===== config.mk =====
export PLATFORM = sky130hd
export DESIGN_NAME = morse_display_ctrl
export DESIGN_NICKNAME = d
export VERILOG_FILES = /design/src/rtl/morse_display_ctrl.sv
export SDC_FILE = /design/constraint.sdc
export NUM_CORES = 1
export LEC_CHECK = 0
export CAP_MARGIN = 30
export CORE_MARGIN = 2
export CORE_UTILIZATION = 64
export CTS_CLUSTER_SIZE = 40
export DETAILED_ROUTE_END_ITERATION = 16
export PLACE_DENSITY = 0.87
export RECOVER_POWER = 50
export SETUP_SLACK_MARGIN = 0.05
export SYNTH_ARGS = -nofsm -noshare
export SYNTH_HDL_FRONTEND = slang
export SYNTH_SLANG_ARGS = --single-unit
export TNS_END_PERCENT = 10

===== constraint.sdc =====
create_clock -name clk_100Mhz -period 10.15 [get_ports clk_100Mhz]
set_input_delay 1.5225 -clock clk_100Mhz [delete_from_list [all_inputs] [get_ports clk_100Mhz]]
set_output_delay 1.5225 -clock clk_100Mhz [all_outputs]
set_load 0.005 [all_outputs]

===== src/rtl/morse_display_ctrl.sv =====
// morse_display_ctrl: character buffer for a multi-digit seven-segment display.
// Characters arrive either as indexed writes or as shift-in appends. The
// buffer is decoded to active-low glyphs onto a static per-digit segment
// bus, and a refresh counter time-multiplexes one digit at a time onto
// the scanned anode/cathode pins.
//
// Ports:
//   clk_100Mhz  - sole clock, rising edge
//   reset       - asynchronous, active-high
//   data_valid  - char_data/char_index qualified this cycle
//   char_index  - target digit for indexed writes (0 = rightmost)
//   char_data   - 6-bit character code
//   scroll_mode - 0 = indexed write, 1 = shift-in append at digit 0
//   clear       - synchronous blank of all digits, wins over data_valid
//   seg         - static glyph bus, digit i at seg[7i+6:7i], active-low
//   an          - scanned anode enables, active-low, one-hot-low
//   cath        - cathodes of the currently enabled digit, active-low
module morse_display_ctrl #(
   parameter int unsigned NUM_DIGITS  = 8,
   parameter int unsigned REFRESH_DIV = 100000
) (
   input  logic                                clk_100Mhz,
   input  logic                                reset,
   input  logic                                data_valid,
   input  logic [$clog2(NUM_DIGITS)-1:0]       char_index,
   input  logic [5:0]                          char_data,
   input  logic                                scroll_mode,
   input  logic                                clear,
   output logic [7*NUM_DIGITS-1:0]             seg,
   output logic [NUM_DIGITS-1:0]               an,
   output logic [6:0]                          cath
);

   localparam int unsigned IDX_W = $clog2(NUM_DIGITS);
   localparam int unsigned CNT_W = $clog2(REFRESH_DIV);
   localparam int unsigned SEG_W = 7 * NUM_DIGITS;

   logic [NUM_DIGITS-1:0][5:0] buf_q, buf_d;
   logic [SEG_W-1:0]           seg_q, seg_d;
   logic [CNT_W-1:0]           cnt_q, cnt_d;
   logic [IDX_W-1:0]           ptr_q, ptr_d;
   logic [NUM_DIGITS-1:0]      an_q, an_d;
   logic [6:0]                 cath_q, cath_d;

   // Character code to active-low glyph, bit order {g,f,e,d,c,b,a}.
   function automatic logic [6:0] glyph(input logic [5:0] code);
      logic [6:0] g;
      g = 7'b1111111;
      case (code)
         6'd1:  g = 7'b0001000; // A
         6'd2:  g = 7'b0000011; // b
         6'd3:  g = 7'b1000110; // C
         6'd4:  g = 7'b0100001; // d
         6'd5:  g = 7'b0000110; // E
         6'd6:  g = 7'b0001110; // F
         6'd7:  g = 7'b1000010; // G
         6'd8:  g = 7'b0001001; // H
         6'd9:  g = 7'b1111001; // I
         6'd10: g = 7'b1100001; // J
         6'd11: g = 7'b0001010; // K
         6'd12: g = 7'b1000111; // L
         6'd13: g = 7'b1001000; // M
         6'd14: g = 7'b0101011; // n
         6'd15: g = 7'b1000000; // O
         6'd16: g = 7'b0001100; // P
         6'd17: g = 7'b0011000; // q
         6'd18: g = 7'b0101111; // r
         6'd19: g = 7'b0010010; // S
         6'd20: g = 7'b0000111; // t
         6'd21: g = 7'b1000001; // U
         6'd22: g = 7'b1100011; // v
         6'd23: g = 7'b1010101; // W
         6'd24: g = 7'b0001001; // X
         6'd25: g = 7'b0010001; // y
         6'd26: g = 7'b0100100; // Z
         6'd27: g = 7'b1000000; // 0
         6'd28: g = 7'b1111001; // 1
         6'd29: g = 7'b0100100; // 2
         6'd30: g = 7'b0110000; // 3
         6'd31: g = 7'b0011001; // 4
         6'd32: g = 7'b0010010; // 5
         6'd33: g = 7'b0000010; // 6
         6'd34: g = 7'b1111000; // 7
         6'd35: g = 7'b0000000; // 8
         6'd36: g = 7'b0010000; // 9
         default: g = 7'b1111111;
      endcase
      return g;
   endfunction

   // Buffer update: clear, then shift-in append, then indexed write.
   always_comb begin
      buf_d = buf_q;
      if (clear) begin
         buf_d = '0;
      end else if (data_valid) begin
         if (scroll_mode) begin
            for (int i = NUM_DIGITS - 1; i >= 1; i--) begin
               buf_d[i] = buf_q[i-1];
            end
            buf_d[0] = char_data;
         end else begin
            // Indices past the last digit exist only for non-power-of-2 sizes.
            for (int i = 0; i < NUM_DIGITS; i++) begin
               if (char_index == IDX_W'(i)) begin
                  buf_d[i] = char_data;
               end
            end
         end
      end
   end

   // Static glyph bus decoded from the current buffer.
   always_comb begin
      seg_d = '1;
      for (int i = 0; i < NUM_DIGITS; i++) begin
         seg_d[7*i +: 7] = glyph(buf_q[i]);
      end
   end

   // Refresh counter and digit pointer; independent of all write controls.
   always_comb begin
      cnt_d = cnt_q + CNT_W'(1);
      ptr_d = ptr_q;
      if (cnt_q == CNT_W'(REFRESH_DIV - 1)) begin
         cnt_d = '0;
         if (ptr_q == IDX_W'(NUM_DIGITS - 1)) begin
            ptr_d = '0;
         end else begin
            ptr_d = ptr_q + IDX_W'(1);
         end
      end
   end

   // Scan outputs for the digit the pointer selects.
   always_comb begin
      an_d   = '1;
      cath_d = '1;
      for (int i = 0; i < NUM_DIGITS; i++) begin
         if (ptr_q == IDX_W'(i)) begin
            an_d[i] = 1'b0;
            cath_d  = seg_q[7*i +: 7];
         end
      end
   end

   always_ff @(posedge clk_100Mhz or posedge reset) begin
      if (reset) begin
         buf_q  <= '0;
         seg_q  <= '1;
         cnt_q  <= '0;
         ptr_q  <= '0;
         an_q   <= '1;
         cath_q <= '1;
      end else begin
         buf_q  <= buf_d;
         seg_q  <= seg_d;
         cnt_q  <= cnt_d;
         ptr_q  <= ptr_d;
         an_q   <= an_d;
         cath_q <= cath_d;
      end
   end

   assign seg  = seg_q;
   assign an   = an_q;
   assign cath = cath_q;

endmodule


## Yosys cells after proc, flatten, opt, wreduce, memory -nomap -nowiden

Memories as Yosys holds them, arrays and structs flattened. A register that Yosys moved wholly into a read port is not among the register bits.
Index checks and enable logic that the tools add are counted.

| word-level totals | value |
|---|---|
| flip-flop bits (word level) | 83 |
| memory bits (read-only) | 3584 |
| input bits | 14 |
| output and inout bits | 71 |
| word-level logic and storage cells | 85 |
| memories | 8 |

Memories:

| memory | words | bits a word | rd ports | clocked after Yosys merged registers in | write ports | line | text |
|---|---|---|---|---|---|---|---|
| (name not given) | 64 | 7 | 1 | 1 | 0 | 49 | `case (code)` |
| (name not given) | 64 | 7 | 1 | 1 | 0 | 49 |  |
| (name not given) | 64 | 7 | 1 | 1 | 0 | 49 |  |
| (name not given) | 64 | 7 | 1 | 1 | 0 | 49 |  |
| (name not given) | 64 | 7 | 1 | 1 | 0 | 49 |  |
| (name not given) | 64 | 7 | 1 | 1 | 0 | 49 |  |
| +2 memories | - | - | - | - | - | - |  |

| operators by class | value |
|---|---|
| $add $sub $neg | 2 |
| equality and inequality tests | 15 |
| multiplexer cells | 29 |
| reductions and logical operators | 19 |

Operator list:

| cell | count |
|---|---|
| 2-to-1 mux 48 bit | 3 |
| 2-to-1 mux 7 bit | 8 |
| 2-to-1 mux 6 bit | 8 |
| == test 3 bit (second input constant) | 8 |
| nonzero test 3 bit | 8 |
| adder 17 x 1 -> 17 bit (second input constant) | 1 |
| == test 17 bit (second input constant) | 1 |
| 2-to-1 mux 17 bit | 1 |
| AND reduction 2 bit | 8 |
| == test 3 x 2 -> 1 bit (second input constant) | 4 |
| 2-to-1 mux 1 bit | 8 |
| == test 3 x 1 -> 1 bit (second input constant) | 2 |
| zero test 3 bit | 2 |
| adder 3 x 1 -> 3 bit (second input constant) | 1 |
| 2-to-1 mux 3 bit | 1 |
| nonzero test 2 bit | 1 |

## Longest topological paths before layout

Gate-level depths: netlist of run 1.

| logic depth | value |
|---|---|
| word-level depth | 9 |
| depth in mapped cells | 9 |
| depth with buffers taken out | 6 |

## Worst setup path after synthesis of run 1

No wires, ideal clock.

| timing | value |
|---|---|
| kind | input to register |
| start point | input port scroll_mode |
| end point | register buf_q[10] in the netlist's numbering |
| setup time | 125 ps |
| arrival time | 2518 ps |
| required time | 10025 ps |
| path slack | 7507 ps |
| cell stages on the path | 4 |
| path buffers | 1 |
| path through | buf_2 > o21ai_0 > nand2b_1 > mux2_2 |

| on the way | value |
|---|---|
| cells in the longest elaborated chain, start to end | 3 |
| elaborated cells on any way between the ends | 5 |
| those cells by class | mux (3); reduce/logical (2) |

RTL lines:

| item | line | text |
|---|---|---|
| from (decl) | 27 | `input logic scroll_mode,` |
| 2-to-1 mux 48 bit | 97 | `if (scroll_mode) begin` |
| 2-to-1 mux 48 bit | 96 | `end else if (data_valid) begin` |
| 2-to-1 mux 48 bit | 94 | `if (clear) begin` |
| to (signal assigned) | 156 | `buf_q <= buf_d;` |
| to (decl) | 38 | `logic [NUM_DIGITS-1:0][5:0] buf_q, buf_d;` |

Several ways; a longest one is shown, not always the timed one. The select of a mux whose other input is x is not followed.
A chain may end at the register's enable or synchronous reset.

## Final worst setup path of run 1

| timing | value |
|---|---|
| start point | input port scroll_mode |
| end point | register buf_q[28] in the netlist's numbering |

The elaborated chain is that of the path after synthesis.

==> flow_summary.ini, run 1 <==
[run_status]
status = finished with violations
violations = capacitance limit, slew limit

[placement]
portBuffers = 84
place_congestion = 0.938
placed_cells = 1366
hpwl_um = 18600
placed_cell_area_um2 = 10900

[clock_network]
cts_tree = yes
cts_resized = 0
post-cts-setup-buffers = 0
clockBufferDepth = 2
cts.reportedPaths.clkPinSlew_ns = 0.06
cts_buffers = 17
htree_levels = 4
cts_sinks = 139
ctsHoldBuffers = 0
clock_tree.root_cell = clkbuf_16
clk_latency_ns = 0.43

[detailed_routing]
drcViolationCount = 0
drtIter0Drc = 831
dr.pass1.iters = 5
vias = 9182
via_per_inst = 6.57
wl_per_cell_um = 19.2
ant_nets = 0
routed_wl_um = 26800

[worst_setup_path]
required_ns = 10.47
r2r_slack_ns = 6.47
reg2reg_depth = 3
arrival_ns = 5.14
r2r-start = cnt_q[13]
worstSetupStartpointType = input pin
critPathKind = input pin to register
end_kind = register
cp_max_fo = 56
r2r_end = ptr_q[2]

[pwr]
ir_drop_uv = 132
p_per_area_nw_per_um2 = 155
power_leakage_nw = 4.33
p_total_w = 0.00177

[sta]
setup_viol = 0
fin_crit_sh_pct = 47.5
max_freq_mhz = 207
setup_tns_ns = 0
slew_headroom_pct = -82.9
worst_pin_slew_ns = 2.72
rsz0062_at_grt = no
hold_violations = 0
finalMaxSlewViolations = 137
holdWs_ns = 0.505
min_period_ns = 4.82
finClkSkew_ns = 0.00540

[synth]
ys_seq_area_share_pct = 35.4
synth_fp_nets = 1220
synthTopCellsByArea = dfstp_2 19%, dfrtp_1 17%, ha_1 6.8%
synth_ff_type = dfstp_2
syn_area_um2 = 10100
yosysTopAreaCell = dfstp_2
ys_ff_latch = 139
syn_avg_cell_area_um2 = 8.76
synthCells = 1151
yosys_warnings = 0
ys_types = 77
synth_top_cell_area_share_pct = 18.5
synth_edf_count = 0
async_reset_ff_share_pct = 100

[floorplanning]
start_util_pct = 65.8
dieWidth_um = 129
ioPinCount = 85
rows = 45
core_area_um2 = 15300
die_h_um = 129
dieArea_um2 = 16800

[cells_and_area]
final_nets = 1243
fillers = 1108
syn_to_final_growth_pct = 13.1
design_area_um2 = 11400
n_antenna_cell = 0
stdcell_count = 1398
layout-drive-gt1-share_pct = 12.7

[worst_hold_path]
hold-path-endpoint = cath[1]
hold_depth = 2
hold_class = register to register
hold_start = seg[50]

[global_routing]
grt_overflow = 0
antenna_found_initial = 0
grt_max_degree = 77
grt_usage_pct = 32.5
grt_pass1_wl_um = 43300
grt_pass1_vias = 8431

[run]
drv_cap = 3
==> worst max-delay path, stage by stage <==
cell and delay (ns):
clkdlybuf4s50_1 0.46, clkbuf_1 1.60, o21ai_0 0.73, nand2b_1 0.42
mux2_2 0.37
==> cells in the mapped netlist (all sizes together), types with 5 or more instances <==
library cell / count
nor3b: 17
mux2i: 12
clkbuf: 64
nor2b: 34
nor2: 66
o22ai: 9
o21a: 6
mux2: 21
a31oi: 15
buf: 18
dfstp: 71
a21oi: 75
a221o: 8
or2: 7
or3: 6
nand4: 7
o41ai: 11
o221ai: 15
nand3: 19
clkinv: 5
dfrtp: 68
o211ai: 37
xnor2: 12
o21ai: 58
and3: 7
o31ai: 15
ha: 55
nor3: 28
o32a: 5
nand2b: 52
a211oi: 38
inv: 44
a21o: 13
xor2: 6
nand2: 115
nand3b: 9
a311oi: 11
o31a: 6
o21bai: 28
==> area by class of cell <==
class	instances	area (µm²)	area share [%]
well taps	211	264	2.32
multi-input cells	881	5960	52.3
inverters	49	185	1.62
flip-flops and latches	139	3570	31.3
clock buffers	17	425	3.73
repair buffers	86	847	7.43
clock inverters	15	151	1.33
==> cells in the final DEF (no fill, tap or decap), drive strengths merged, types with 6 or more instances in the layout <==
master	netlist	final
a211oi	38	38
a21o	13	13
a21oi	75	75
a221o	8	8
a311oi	11	11
a31oi	15	15
and3	7	7
clkbuf	64	18
clkdlybuf4s50	0	81
clkinv	5	11
clkinvlp	0	7
dfrtp	68	68
dfstp	71	71
ha	55	55
inv	44	44
mux2	21	21
mux2i	12	12
nand2	115	115
nand2b	52	52
nand3	19	19
nand3b	9	9
nand4	7	7
nor2	66	66
nor2b	34	34
nor3	28	28
nor3b	17	17
o211ai	37	37
o21a	6	6
o21ai	58	58
o21bai	28	28
o221ai	15	15
o22ai	9	9
o31a	6	6
o31ai	15	15
o41ai	11	11
or2	7	7
or3	6	6
xnor2	12	12
xor2	6	6
==> registers in the layout, indices dropped and copies added, names as in the netlist <==
| register | count |
|---|---|
| ptr_q | 3 |
| buf_q | 48 |
| seg | 56 |
| an | 8 |
| cath | 7 |
| cnt_q | 17 |
==> logic make-up (layout without fill, tap and decap cells) <==
kind of cell	after synthesis	after routing	synth area share, %
xor gates and xnor gates	18	18	1.56
muxes	37	37	4.43
adders and majority gates	55	55	6.83
buffers and inverters	131	167	5.21
AOI/OAI and AO/OA	387	387	26.7
DFF	139	139	35.4
and+or+nand+nor	384	384	19.9
==> per-stage QoR <==
step / utilization [%] / setup WS [ns]
after floorplan: - / 5.02
after global placement: 70.9 / 6.64
after detailed placement: 70.9 / 6.56
after CTS: 74.6 / 7.00
after global routing: 74.4 / 5.12
final: 74.4 / 5.33
==> per-layer routing <==
layer,GRT usage (%),up-vias,wire (µm)
li1,-,4273,-
met1,45.1,4383,11300
met2,50.6,473,12400
met3,7.47,53,2520
met4,10.8,0,543
met5,0,-,0
==> worst max path at each step <==
| stage | start | to | slack [ns] |
|---|---|---|---|
| 6_report | scroll_mode | buf_q[28] | 5.33 |
| 5_1_grt | scroll_mode | buf_q[28] | 5.12 |
| 3_5_place_dp | scroll_mode | buf_q[45] | 6.56 |
| 2_1_floorplan | reset | buf_q[0] | 5.02 |
| 3_3_place_gp | scroll_mode | buf_q[43] | 6.64 |
| 4_1_cts | scroll_mode | buf_q[45] | 7.00 |
==> power by group <==
part	internal, W	switching [W]	total [W]
Sequential	0.000663	0.000109	0.000772
Clock	0.000360	0.000241	0.000601
Combinational	0.000214	0.000182	0.000396
Total	0.00124	0.000532	0.00177
(Power assumes the default switching activity.)
==> inputs of run 2 (changes only) <==
- CORE_UTILIZATION: 64 -> 59
- PLACE_DENSITY: 0.87 -> 0.81
- clock period: 10.15 -> 4.9 ns (I/O delays scaled with it)
==> run 2 against run 1 <==
  * The run still ends with capacitance limit, slew limit left
  * Final cell count grew 0.79%
  * Highest routed layer unchanged
  * Routed wire length grew 1.3%
  * Critical endpoint is now buf_q[14]
  * Core utilization shrank 5.1 points
  * Power grew 120%
  * Global-route usage shrank 2.1 points
  * Die area grew 8.2%
  * Worst hold slack is essentially flat
==> flow_summary.ini, run 2 (synthesis results as in run 1) <==
[run_status]
status = finished with violations
violations = capacitance limit, slew limit

[detailed_routing]
wl_met2_um = 12300
route.met3.wl_um = 2410
vias = 9111
routed_wl_um = 27200
via_per_inst = 6.47
wl_per_cell_um = 19.3
dr.pass1.iters = 5
wl_met1_um = 11900
drtIter0Drc = 727
drcViolationCount = 0
dr.max_layer_used = met4
ant_nets = 0

[sta]
rsz0062_at_grt = no
setup_viol = 0
worst_pin_slew_ns = 1.97
postLayoutSetupSlackWorst_ns = 1.73
setup_tns_ns = 0
finalMaxSlewViolations = 47
slew_headroom_pct = -32.2
max_freq_mhz = 316
fin_crit_sh_pct = 64.6
hold_violations = 0
min_period_ns = 3.17
finClkSkew_ns = 0.00806

[pwr]
p_seq_share_pct = 41.6
power_leakage_nw = 4.41
p_sw_w = 0.00108
p_total_w = 0.00388
pwr-share-comb_pct = 20.9
p_per_area_nw_per_um2 = 337
power_frac_clock_pct = 37.5
p_int_w = 0.00280
ir_drop_uv = 272
swShare_pct = 27.9

[floorplanning]
ioPinCount = 85
core_area_um2 = 16600
dieArea_um2 = 18100
dieWidth_um = 135
die_h_um = 135
rows = 47
start_util_pct = 60.6

[worst_hold_path]
hold_class = register to register
hold_depth = 2
hold-path-endpoint = cath[4]
hold_start = seg[53]

[cells_and_area]
multi_input_area_um2 = 5960
layout-drive-gt1-share_pct = 12.6
final_util_pct = 69.3
syn_to_final_growth_pct = 14.5
stdcell_count = 1409
largest_reg_flops = 56
final_nets = 1245
fillers = 1302
regArea_um2 = 3570
mostFrequentLayoutCell = nand2_1
layout_common_cells = 115 x nand2_1, 81 x clkdlybuf4s50_1, 75 x a21oi_1
n_antenna_cell = 0

[clock_network]
cts_sinks = 139
ctsHoldBuffers = 0
post-cts-setup-buffers = 0
cts_buffers = 17
clk_latency_ns = 0.43
cts.reportedPaths.clkPinSlew_ns = 0.06
cts_tree = yes
cts_resized = 0
clockBufferDepth = 2
htree_levels = 4
clock_tree.root_cell = clkbuf_16

[worst_setup_path]
reg2reg_depth = 6
r2r_end = cath[6]
critPathKind = input pin to asynchronous set/reset pin
worstSetupStartpointType = input pin
arrival_ns = 3.50
end_kind = asynchronous set/reset pin
r2r_slack_ns = 2.45
r2r-start = ptr_q[2]
cp_max_fo = 47
required_ns = 5.23

[placement]
place_congestion = 0.972
pre_cts_slack_ns = 2.20
placed_cells = 1376
hpwl_um = 19000
portBuffers = 84

[run]
drv_cap = 1

[global_routing]
antenna_found_initial = 0
grt_pass1_vias = 8328
grt_pass1_wl_um = 44000
grt_usage_pct = 30.4
grt_overflow = 0
grt_max_degree = 70
-- run 2: worst max-delay path, stage by stage --
cell and delay [ns]:
dlygate4sd3_1 0.55, clkinvlp_2 1.15, clkbuf_1 1.03
-- run 2: how the worst max path moves through the flow --
stage                      to  slack, ns          start  cells after the start
finish              buf_q[14]       1.73          reset                      3
global route        buf_q[21]       1.26          reset                      3
floorplan            buf_q[0]       0.56          reset                      1
detailed placement  buf_q[10]       2.20  char_index[0]                      5
global placement    buf_q[10]       2.23  char_index[0]                      5
CTS                   cath[6]       2.58       ptr_q[2]                      6
-- run 2: metrics by stage --
| step | hold WS, ns | instance area [µm²] |
|---|---|---|
| after floorplan | 0.468 | 10100 |
| after global placement | 0.484 | 10900 |
| after detailed placement | 0.491 | 10900 |
| after CTS | 0.506 | 11600 |
| after global routing | 0.523 | 11500 |
| final | 0.506 | 11500 |
-- run 2: routing by layer --
metal	global-route usage, %	vias to the layer above
met3	6.38	55
met2	46.2	432
met1	43.9	4346
met4	9.12	0
met5	0	-
li1	-	4278
-- run 2: cell type report --
type                    count  area share (%)
clock buffers              20            3.96
clock inverters            12            1.89
inverters                  49            1.61
multi-input cells         881            51.7
flip-flops and latches    139            30.9
well taps                 220            2.39
repair buffers             88            7.57
-- run 2: power by group through the flow --
stage          Sequential [W]  Combinational [W]  Clock (W)
6_report              0.00161           0.000813    0.00145
5_1_grt               0.00163           0.000894    0.00152
4_1_cts               0.00161           0.000812    0.00147
3_5_place_dp          0.00162           0.000804          0
3_3_place_gp          0.00162           0.000790          0
2_1_floorplan         0.00148           0.000509          0
